**config.mk**
```make
export PLATFORM = sky130hd
export DESIGN_NAME = uart_host_tx_flat
export DESIGN_NICKNAME = d
export VERILOG_FILES = /design/src/rtl/uart_host_tx_if.sv /design/src/rtl/uart_host_tx.sv /design/src/flat_wrapper.sv
export SDC_FILE = /design/constraint.sdc
export NUM_CORES = 1
export LEC_CHECK = 0
export CORE_UTILIZATION = 54
export CTS_BUF_LIST = sky130_fd_sc_hd__clkbuf_2 sky130_fd_sc_hd__clkbuf_4 sky130_fd_sc_hd__clkbuf_8
export DETAILED_ROUTE_END_ITERATION = 10
export DONT_BUFFER_PORTS = 1
export PLACE_DENSITY = 0.68
export SYNTH_ARGS = -nofsm -noshare
export SYNTH_HDL_FRONTEND = slang
export SYNTH_SLANG_ARGS = --single-unit
```
**constraint.sdc**
```tcl
create_clock -name clk -period 4.1 [get_ports clk]
set_input_delay 0.205 -clock clk [delete_from_list [all_inputs] [get_ports clk]]
set_output_delay 0.205 -clock clk [all_outputs]
set_load 0.005 [all_outputs]
```
**src/rtl/uart_host_tx_if.sv**
```systemverilog
// Host-side byte write port and serial line of the UART transmit path.
// The master modport is the local writer; the slave modport is uart_host_tx.
interface uart_host_tx_if;
   logic       wr;
   logic [7:0] wdata;
   logic       full;
   logic       empty;
   logic       tx;
   logic       tx_busy;
   logic       tx_done;

   modport master (
      output wr, wdata,
      input  full, empty, tx, tx_busy, tx_done
   );

   modport slave (
      input  wr, wdata,
      output full, empty, tx, tx_busy, tx_done
   );
endinterface

```
**src/rtl/uart_host_tx.sv**
```systemverilog
// UART transmit path: byte FIFO, x16 baud divider and 8N1 frame FSM, LSB first.
// Define UART_TX_PARITY_EN to append an even parity bit (8E1, 11-bit frame).
module uart_host_tx #(
   parameter int unsigned CLK_HZ = 100_000_000,
   parameter int unsigned BAUD   = 9600,
   parameter int unsigned DEPTH  = 4
) (
   input logic        clk,
   input logic        rst,
   uart_host_tx_if.slave bus
);

   localparam int unsigned DIV_RAW = CLK_HZ / (BAUD * 16);
   localparam int unsigned DIV     = (DIV_RAW == 0) ? 1 : DIV_RAW;
   localparam int unsigned DW      = (DIV > 1) ? $clog2(DIV) : 1;
   localparam int unsigned AW      = $clog2(DEPTH);

   typedef enum logic [2:0] {
      S_IDLE,
      S_START,
      S_DATA,
`ifdef UART_TX_PARITY_EN
      S_PARITY,
`endif
      S_STOP
   } state_t;

   state_t          state, state_n;
   logic [DW-1:0]   div_cnt;
   logic [3:0]      tick_cnt;
   logic            baud_tick;
   logic            bit_end;
   logic [2:0]      bit_idx;
   logic [7:0]      shift;
`ifdef UART_TX_PARITY_EN
   logic            par;
`endif

   logic [7:0]      mem [DEPTH];
   logic [AW-1:0]   wptr, rptr;
   logic [AW:0]     count, count_n;
   logic            full_q, empty_q;
   logic            push, pop;

   logic            tx_q, tx_n;
   logic            done_q;

   // ---------------- FIFO ----------------
   // full/empty are registered, so a write is judged against the pre-edge state
   assign push = bus.wr && !full_q;

   always_comb begin
      count_n = count + {{AW{1'b0}}, push} - {{AW{1'b0}}, pop};
   end

   always_ff @(posedge clk) begin
      if (push) begin
         mem[wptr] <= bus.wdata;
      end
   end

   always_ff @(posedge clk) begin
      if (!rst) begin
         wptr    <= '0;
         rptr    <= '0;
         count   <= '0;
         full_q  <= 1'b0;
         empty_q <= 1'b1;
      end else begin
         if (push) wptr <= wptr + 1'b1;
         if (pop)  rptr <= rptr + 1'b1;
         count   <= count_n;
         full_q  <= (count_n == (AW+1)'(DEPTH));
         empty_q <= (count_n == '0);
      end
   end

   // ---------------- baud divider ----------------
   // Held at zero in IDLE so each frame starts on a fresh bit boundary.
   assign baud_tick = (state != S_IDLE) && (div_cnt == DW'(DIV - 1));
   assign bit_end   = baud_tick && (tick_cnt == 4'd15);

   always_ff @(posedge clk) begin
      if (!rst) begin
         div_cnt  <= '0;
         tick_cnt <= '0;
      end else if (state == S_IDLE) begin
         div_cnt  <= '0;
         tick_cnt <= '0;
      end else begin
         div_cnt <= baud_tick ? '0 : div_cnt + 1'b1;
         if (baud_tick) tick_cnt <= tick_cnt + 1'b1;
      end
   end

   // ---------------- frame FSM ----------------
   always_ff @(posedge clk) begin
      if (!rst) state <= S_IDLE;
      else      state <= state_n;
   end

   always_comb begin
      state_n = state;
      pop     = 1'b0;
      tx_n    = 1'b1;
      unique case (state)
         S_IDLE: begin
            tx_n = 1'b1;
            if (!empty_q) begin
               pop     = 1'b1;
               state_n = S_START;
            end
         end
         S_START: begin
            tx_n = 1'b0;
            if (bit_end) state_n = S_DATA;
         end
         S_DATA: begin
            tx_n = shift[0];
            if (bit_end && bit_idx == 3'd7) begin
`ifdef UART_TX_PARITY_EN
               state_n = S_PARITY;
`else
               state_n = S_STOP;
`endif
            end
         end
`ifdef UART_TX_PARITY_EN
         S_PARITY: begin
            tx_n = par;
            if (bit_end) state_n = S_STOP;
         end
`endif
         S_STOP: begin
            tx_n = 1'b1;
            if (bit_end) begin
               // back-to-back frames go straight to START with no idle bit
               if (!empty_q) begin
                  pop     = 1'b1;
                  state_n = S_START;
               end else begin
                  state_n = S_IDLE;
               end
            end
         end
         default: begin
            state_n = S_IDLE;
         end
      endcase
   end

   always_ff @(posedge clk) begin
      if (!rst) begin
         shift   <= '0;
         bit_idx <= '0;
`ifdef UART_TX_PARITY_EN
         par     <= 1'b0;
`endif
      end else if (pop) begin
         shift   <= mem[rptr];
         bit_idx <= '0;
`ifdef UART_TX_PARITY_EN
         par     <= ^mem[rptr];
`endif
      end else if (state == S_DATA && bit_end) begin
         shift   <= {1'b0, shift[7:1]};
         bit_idx <= bit_idx + 1'b1;
      end
   end

   // ---------------- registered outputs ----------------
   always_ff @(posedge clk) begin
      if (!rst) begin
         tx_q   <= 1'b1;
         done_q <= 1'b0;
      end else begin
         tx_q   <= tx_n;
         done_q <= (state == S_STOP) && bit_end;
      end
   end

   assign bus.tx      = tx_q;
   assign bus.tx_done = done_q;
   assign bus.tx_busy = (state != S_IDLE);
   assign bus.full    = full_q;
   assign bus.empty   = empty_q;

endmodule

```
**src/flat_wrapper.sv**
```systemverilog
// flat-port wrapper written by rule: the top's interface ports become plain ports
module uart_host_tx_flat 
#(
   parameter int unsigned CLK_HZ = 100_000_000,
   parameter int unsigned BAUD   = 9600,
   parameter int unsigned DEPTH  = 4
)
  (clk, rst, bus_wr, bus_wdata, bus_full, bus_empty, bus_tx, bus_tx_busy, bus_tx_done);
  uart_host_tx_if bus_i ();
  input logic clk;
  input logic rst;
  input wire logic [$bits(bus_i.wr)-1:0] bus_wr;
  input wire logic [$bits(bus_i.wdata)-1:0] bus_wdata;
  output wire logic [$bits(bus_i.full)-1:0] bus_full;
  output wire logic [$bits(bus_i.empty)-1:0] bus_empty;
  output wire logic [$bits(bus_i.tx)-1:0] bus_tx;
  output wire logic [$bits(bus_i.tx_busy)-1:0] bus_tx_busy;
  output wire logic [$bits(bus_i.tx_done)-1:0] bus_tx_done;
  assign bus_i.wr = bus_wr;
  assign bus_i.wdata = bus_wdata;
  assign bus_full = bus_i.full;
  assign bus_empty = bus_i.empty;
  assign bus_tx = bus_i.tx;
  assign bus_tx_busy = bus_i.tx_busy;
  assign bus_tx_done = bus_i.tx_done;
  uart_host_tx #(.CLK_HZ(CLK_HZ), .BAUD(BAUD), .DEPTH(DEPTH)) u_core (.clk(clk), .rst(rst), .bus(bus_i));
endmodule
```
# ---- Yosys cells after proc, flatten, opt, wreduce, memory -nomap -nowiden
# Memories as Yosys holds them, arrays and structs flattened. A register that Yosys moved wholly into a read port is not among the register bits.
# Cells that the tools add are included.
dict set report op_classes {
  add_sub_neg 7
  n_reduce_logical 15
  bitwise_logic 1
  mux 16
  eq_ne 11
}
# op n
set ops {}
lappend ops {{8-bit 2-to-1 mux} 2}
lappend ops {{3-bit 2-to-1 mux} 4}
lappend ops {{3-bit case mux with 4 select lines} 1}
lappend ops {{10-bit by 1-bit adder with 10-bit output, second input constant} 1}
lappend ops {{10-bit equality test, second input constant} 1}
lappend ops {{3-bit by 2-bit equality test with 1-bit output, second input constant} 2}
lappend ops {{3-bit equality test, second input constant} 2}
lappend ops {{1-bit logical AND} 6}
lappend ops {{3-bit zero test} 2}
lappend ops {{2-bit by 1-bit != test with 1-bit output, second input constant} 3}
lappend ops {{1-bit 2-to-1 mux} 5}
lappend ops {{2-bit by 1-bit adder with 2-bit output, second input constant} 2}
lappend ops {{4-bit by 1-bit adder with 4-bit output, second input constant} 1}
lappend ops {{4-bit equality test, second input constant} 1}
lappend ops {{2-bit 2-to-1 mux} 2}
lappend ops {{1-bit case mux with 2 select lines} 2}
lappend ops {{4-bit AND reduction} 1}
lappend ops {{2-bit OR reduction} 2}
lappend ops {{3-bit by 1-bit adder with 3-bit output} 1}
lappend ops {{3-bit by 1-bit adder with 3-bit output, second input constant} 1}
lappend ops {{3-bit by 1-bit equality test with 1-bit output, second input constant} 1}
lappend ops {{3-bit nonzero test} 1}
lappend ops {{3-bit OR reduction} 1}
lappend ops {{3-bit by 1-bit subtractor with 3-bit output} 1}
lappend ops {{other kinds (4)} 4}
dict set report totals {
  inputBits 11
  regBits 39
  wordCells 63
  memories 1
  output_inout_bits 5
  ramBits 32
}
# name depth word_bits rd rd_clocked_by_memory_dff write_ports line_no
set mem_list {}
lappend mem_list {u_core.mem 4 8 1 1 1 uart_host_tx.sv:39} ;# logic [7:0] mem [DEPTH];

# ---- Longest topological paths before layout
dict set report depth {
  depth_word 7
  ltp_mapped 14
  mapped_depth_nobuf 14
}

# ---- Least setup slack after synthesis
# OpenSTA, ideal clock, no wires.
dict set report synth_path {
  kind {register to register}
  start {register u_core.state[0]}
  end {register u_core.full_q, in the netlist u_core.bus.full}
  n_path_buf 0
  t_arrival_ps 2954
  stages_incl_launch_ff 15
  required_ps 4020
  setup_slack_ps 1067
  period_less_slack_ps 3033
  setup_ps 80
  path_cell_list {dfxtp_1 > inv_1 > ha_1 > and4bb_2 > and4_2 > a31oi_4 > inv_1 > ha_1 > inv_1 > ha_1 > fa_1 > xor2_1 > xnor2_1 > and2_1 > nor3b_1}
}
dict set report synth_between {
  elab_chain_cells 7
  word_cells_on_any_way 9
  classes_between {add/sub: 1; eq/ne: 2; mux: 2; reduce/logical: 4}
}
# item line_no
set synth_lines {}
lappend synth_lines {{start: declaration} uart_host_tx.sv:28} ;# state_t state, state_n;
lappend synth_lines {{start signal: assignment} uart_host_tx.sv:99} ;# else state <= state_n;
lappend synth_lines {{3-bit nonzero test} uart_host_tx.sv:80} ;# assign baud_tick = (state != S_IDLE) && (div_cnt == DW'(DIV - 1));
lappend synth_lines {{1-bit logical AND} uart_host_tx.sv:80}
lappend synth_lines {{1-bit logical AND} uart_host_tx.sv:81} ;# assign bit_end = baud_tick && (tick_cnt == 4'd15);
lappend synth_lines {{1-bit 2-to-1 mux} uart_host_tx.sv:136} ;# if (bit_end) begin
lappend synth_lines {{1-bit case mux with 2 select lines *} uart_host_tx.sv:106} ;# unique case (state)
lappend synth_lines {{via u_core.pop} uart_host_tx.sv:43} ;# logic push, pop;
lappend synth_lines {{3-bit by 1-bit subtractor with 3-bit output *} uart_host_tx.sv:53} ;# count_n = count + {{AW{1'b0}}, push} - {{AW{1'b0}}, pop};
lappend synth_lines {{3-bit equality test *} uart_host_tx.sv:73} ;# full_q <= (count_n == (AW+1)'(DEPTH));
lappend synth_lines {{end signal: assignment} uart_host_tx.sv:73}
lappend synth_lines {{end: declaration} uart_host_tx.sv:42} ;# logic full_q, empty_q;
# The timed path passes the listed nets; every way through them passes the cells marked *.
# A chain may end at the register's enable or synchronous reset.

# ---- Final worst setup path
dict set report layout_path {
  start {register u_core.state[1]}
  end {register u_core.full_q, in the netlist u_core.bus.full}
}
# The elaborated chain is that of the path after synthesis.

==> key figures <==
Status
  – Status: complete, no violations

Finish
  – Final Util: 62.8%
  – Seq. cell area: 1760 µm²
  – Post-route cell area: ~3500 µm²
  – Final net count: ~290
  – Commonest non-fill, non-tap cells in the layout: dfxtp_1, edfxtp_1, nor2_1
  – Layout cells sized above 1: 11.6%
  – Area added between synthesis and finish: 11.0%
  – Final-layout fill cell count: 450
  – Most common cell after layout, fill and taps aside: dfxtp_1
  – Finished Layout Cells: between 300 and 400
  – Area of the multi-input gates: roughly 1300 µm²
  – Antenna diode count: 0

Timing
  – RSZ-0062 raised after global routing: false
  – Slew @ Worst Pin: approximately 0.68 ns
  – Setup Viol. Count Final: 0
  – Max-slew violation count: 0
  – Slew margin rel.: 54.2%
  – Setup TNS: 0 ns
  – Hold Fails Final Rpt: 0
  – Worst Clk Skew: between 0.009 and 0.01 ns
  – Fin worst setup slack: roughly 0.54 ns
  – Tmin final: 3.56 ns
  – Part of the cycle the worst path needs: 86.9%
  – F_max: 281 MHz

Die
  – Row count: 27
  – Die width: approximately 80 µm
  – Initial Util: a little under three fifths
  – IO Pins: 16
  – Height of the die: between 70 and 80 µm
  – Core Footprint: 5540 µm²
  – Die area: roughly 6100 µm²

Drt
  – Vias: roughly 1,900
  – DRC Markers: 0
  – Pre-Repair DR Iteration Count: 4
  – Routed len/inst: ~16 µm
  – Via/cell ratio: around 5.6
  – Final ANT Viol Nets: 0
  – Drt total wl: around 5.4 mm
  – DRT iter0 DRCs: between 100 and 150

Logic synthesis
  – Yosys Warn Count: 0
  – Post-synthesis cell area: 3130 µm²
  – Main combinational cell family by area after synthesis: simple AND/OR/NAND/NOR gates
  – Post-Synth Adder-Cell Area: 6.63%
  – Main synth FF type: dfxtp_1
  – Post-synth EDFFs: 32
  – Mean area per synthesized cell: about 13 µm²
  – Syn Nets: 276
  – Cell count after synthesis: between 200 and 250
  – Xor and xnor area share after synthesis: ~4.2%
  – Post-synthesis mux area share: 10.4%
  – Seq/Total Area, Yosys: between 50% and 60%
  – Synth Area in Simple Gates: between 10 and 15%
  – Synth Area in Compound Gates: approximately 6%
  – Cell variety after synth: 42
  – Seq cells post-synth: 72
  – Async SR Flop Fraction: 0%

Clock network
  – TritonCTS Buffers: 9
  – Clock sink total: a little over 70
  – Clock-pin slew on the worst setup and hold paths: around 0.080 ns
  – Root buffer cell: clkbuf_8
  – Worst-Skew Late Latency: approximately 0.34 ns
  – Number of gates resized after cts: 0
  – CTS tree: built
  – H-tree lvl count: 3
  – Post-CTS Setup Bufs: 0
  – Bufs on Longest Clock Path: 2

Critical path
  – Kind of critical path: register to register
  – Crit end category: register
  – CP Data Required Time: 4.37 ns
  – CP delay by family, top: adder cells
  – Startpoint Class: register
  – CP arrival: roughly 3.8 ns
  – CP max stage delay: roughly 0.4 ns
  – CP max FO: 12
  – Crit-path slowest cell: fa_1
  – Critical-path cell list: inv_1 -> ha_1 -> and4bb_2 -> and4_2 -> a31oi_4 -> inv_1 -> ha_1 -> inv_1 -> ha_1 -> fa_1 -> xor2_1 -> xnor2_1 -> and2_1 -> nor3b_1
  – Buf/Inv on CP: 3

Global routing
  – Pin count of the biggest net entering global routing: 20
  – Remaining Overflow, GRT: 0
  – Vias in the first global route: approximately 1,800
  – Initial antenna violation count: 0
  – All-Layer GR Usage: 19.7%
  – Wire length of the first global-routing pass: 8.98 mm

Power and ir drop
  – Combinational Power Share: between 20 and 30%
  – Int Pwr: ~0.0014 W
  – Clock power share: between 20 and 30%
  – Sequential power share: around 45%
  – Pwr dens: roughly 600 nW/µm²
  – Switching Fraction: between 30 and 40%
  – NetSw: around 0.00069 W
  – Leak: approximately 1.3 nW
  – Max IR drop VDD: between 0.3 and 0.4 mV

Hold path
  – Hold WC Path Type: input pin to register

Flow run
  – Max-Cap Viols: 0

Place
  – Placement Setup Slack: 0.594 ns
  – Final GP Congestion: between 0.7 and 0.8
  – Hpwl dp: around 3.5 mm
  – Post-Place Cells: approximately 310
  – PortBufs: 0
  – Placed cell area: around 3200 µm²
## final timing paths
check	start	endpoint	slack, ns	cells past startpoint
setup / recovery	u_core.state[1]$_SDFFE_PN0P_	u_core.bus.full$_SDFF_PN0_	0.54	14
hold / removal	rst	u_core.state[1]$_SDFFE_PN0P_	0.02	2
setup reg to reg	u_core.state[1]$_SDFFE_PN0P_	u_core.bus.full$_SDFF_PN0_	0.54	14
hold reg to reg	u_core.shift[7]$_SDFFE_PN0P_	u_core.shift[7]$_SDFFE_PN0P_	0.48	2
## logic make-up (layout without fill, tap and decap cells)
| kind of cell | Yosys count | count (layout) |
|---|---|---|
| multiplexers | 22 | 22 |
| buffers and inverters | 21 | 39 |
| adder cells (fa/ha/maj) | 16 | 16 |
| AO/OA/AOI/OAI | 25 | 25 |
| flip-flops | 72 | 72 |
| AND/OR/NAND/NOR | 78 | 78 |
| XOR/XNOR | 15 | 15 |
## cells in the mapped netlist, types with 2 or more instances
library cell  number  area [µm²]
nor2_1            19        71.3
buf_6              2        22.5
xnor2_1            9        78.8
nor3_1             5        25.0
and2_1             8        50.1
mux4_2             8         180
nand3_1            8        40.0
clkbuf_1           5        18.8
inv_1             13        48.8
nand4_1            3        18.8
nor2b_1            2        12.5
nor4_1             2        12.5
nand2_1           16        60.1
xor2_1             6        52.6
dfxtp_1           40         801
and3_1             5        31.3
a21oi_1            9        45.0
edfxtp_1          32         961
mux2i_1           12         120
nand4b_1           2        17.5
ha_1              15         188
o31ai_1            8        60.1
## layer usage
metal  vias to the layer above  track usage, %  routed length (µm)
li1                        935               -                   -
met1                       917            28.2                2740
met2                        31            28.5                2390
met3                         9            3.84                 134
met4                         0            10.0                  92
met5                         -               0                   0
## sequential cells by signal, summed over array words and instances (netlist names), named ones only
name,cells
u_core.bus.full,1
u_core.bus.tx_done,1
u_core.bus.tx,1
u_core.wptr,2
u_core.state,2
u_core.bus.empty,1
u_core.tick_cnt,4
u_core.div_cnt,10
u_core.shift,8
u_core.mem,32
u_core.bit_idx,3
u_core.count,3
u_core.rptr,2
## area by class of cell
type                    count  share of cell area, %
flip-flops and latches     72                   50.6
multi-input cells         156                   36.7
clock buffers               9                   3.56
repair buffers             10                   2.88
well taps                  72                   2.59
clock inverters             7                   2.19
inverters                  13                   1.40
## power groups by stage
stage          Sequential, W  Clock [W]  Combinational, W
2_1_floorplan       0.000912          0          0.000498
3_3_place_gp        0.000955          0          0.000552
3_5_place_dp        0.000959          0          0.000562
4_1_cts             0.000942   0.000583          0.000578
5_1_grt             0.000957   0.000612          0.000646
6_report            0.000940   0.000573          0.000578
## timing repair
item	4_1_cts	5_1_grt
endpoints found under the hold margin	51	0
hold buffers	10	0
endpoints found under the setup margin	0	0
## through the flow
step,total power [W],hold slack [ns]
floorplan,0.00141,0.304
global placement,0.00151,0.278
detailed placement,0.00152,0.281
CTS,0.00210,0.00525
global route,0.00222,0.00662
finish,0.00209,0.0205
Note: power is estimated with default switching activity, not from simulation.
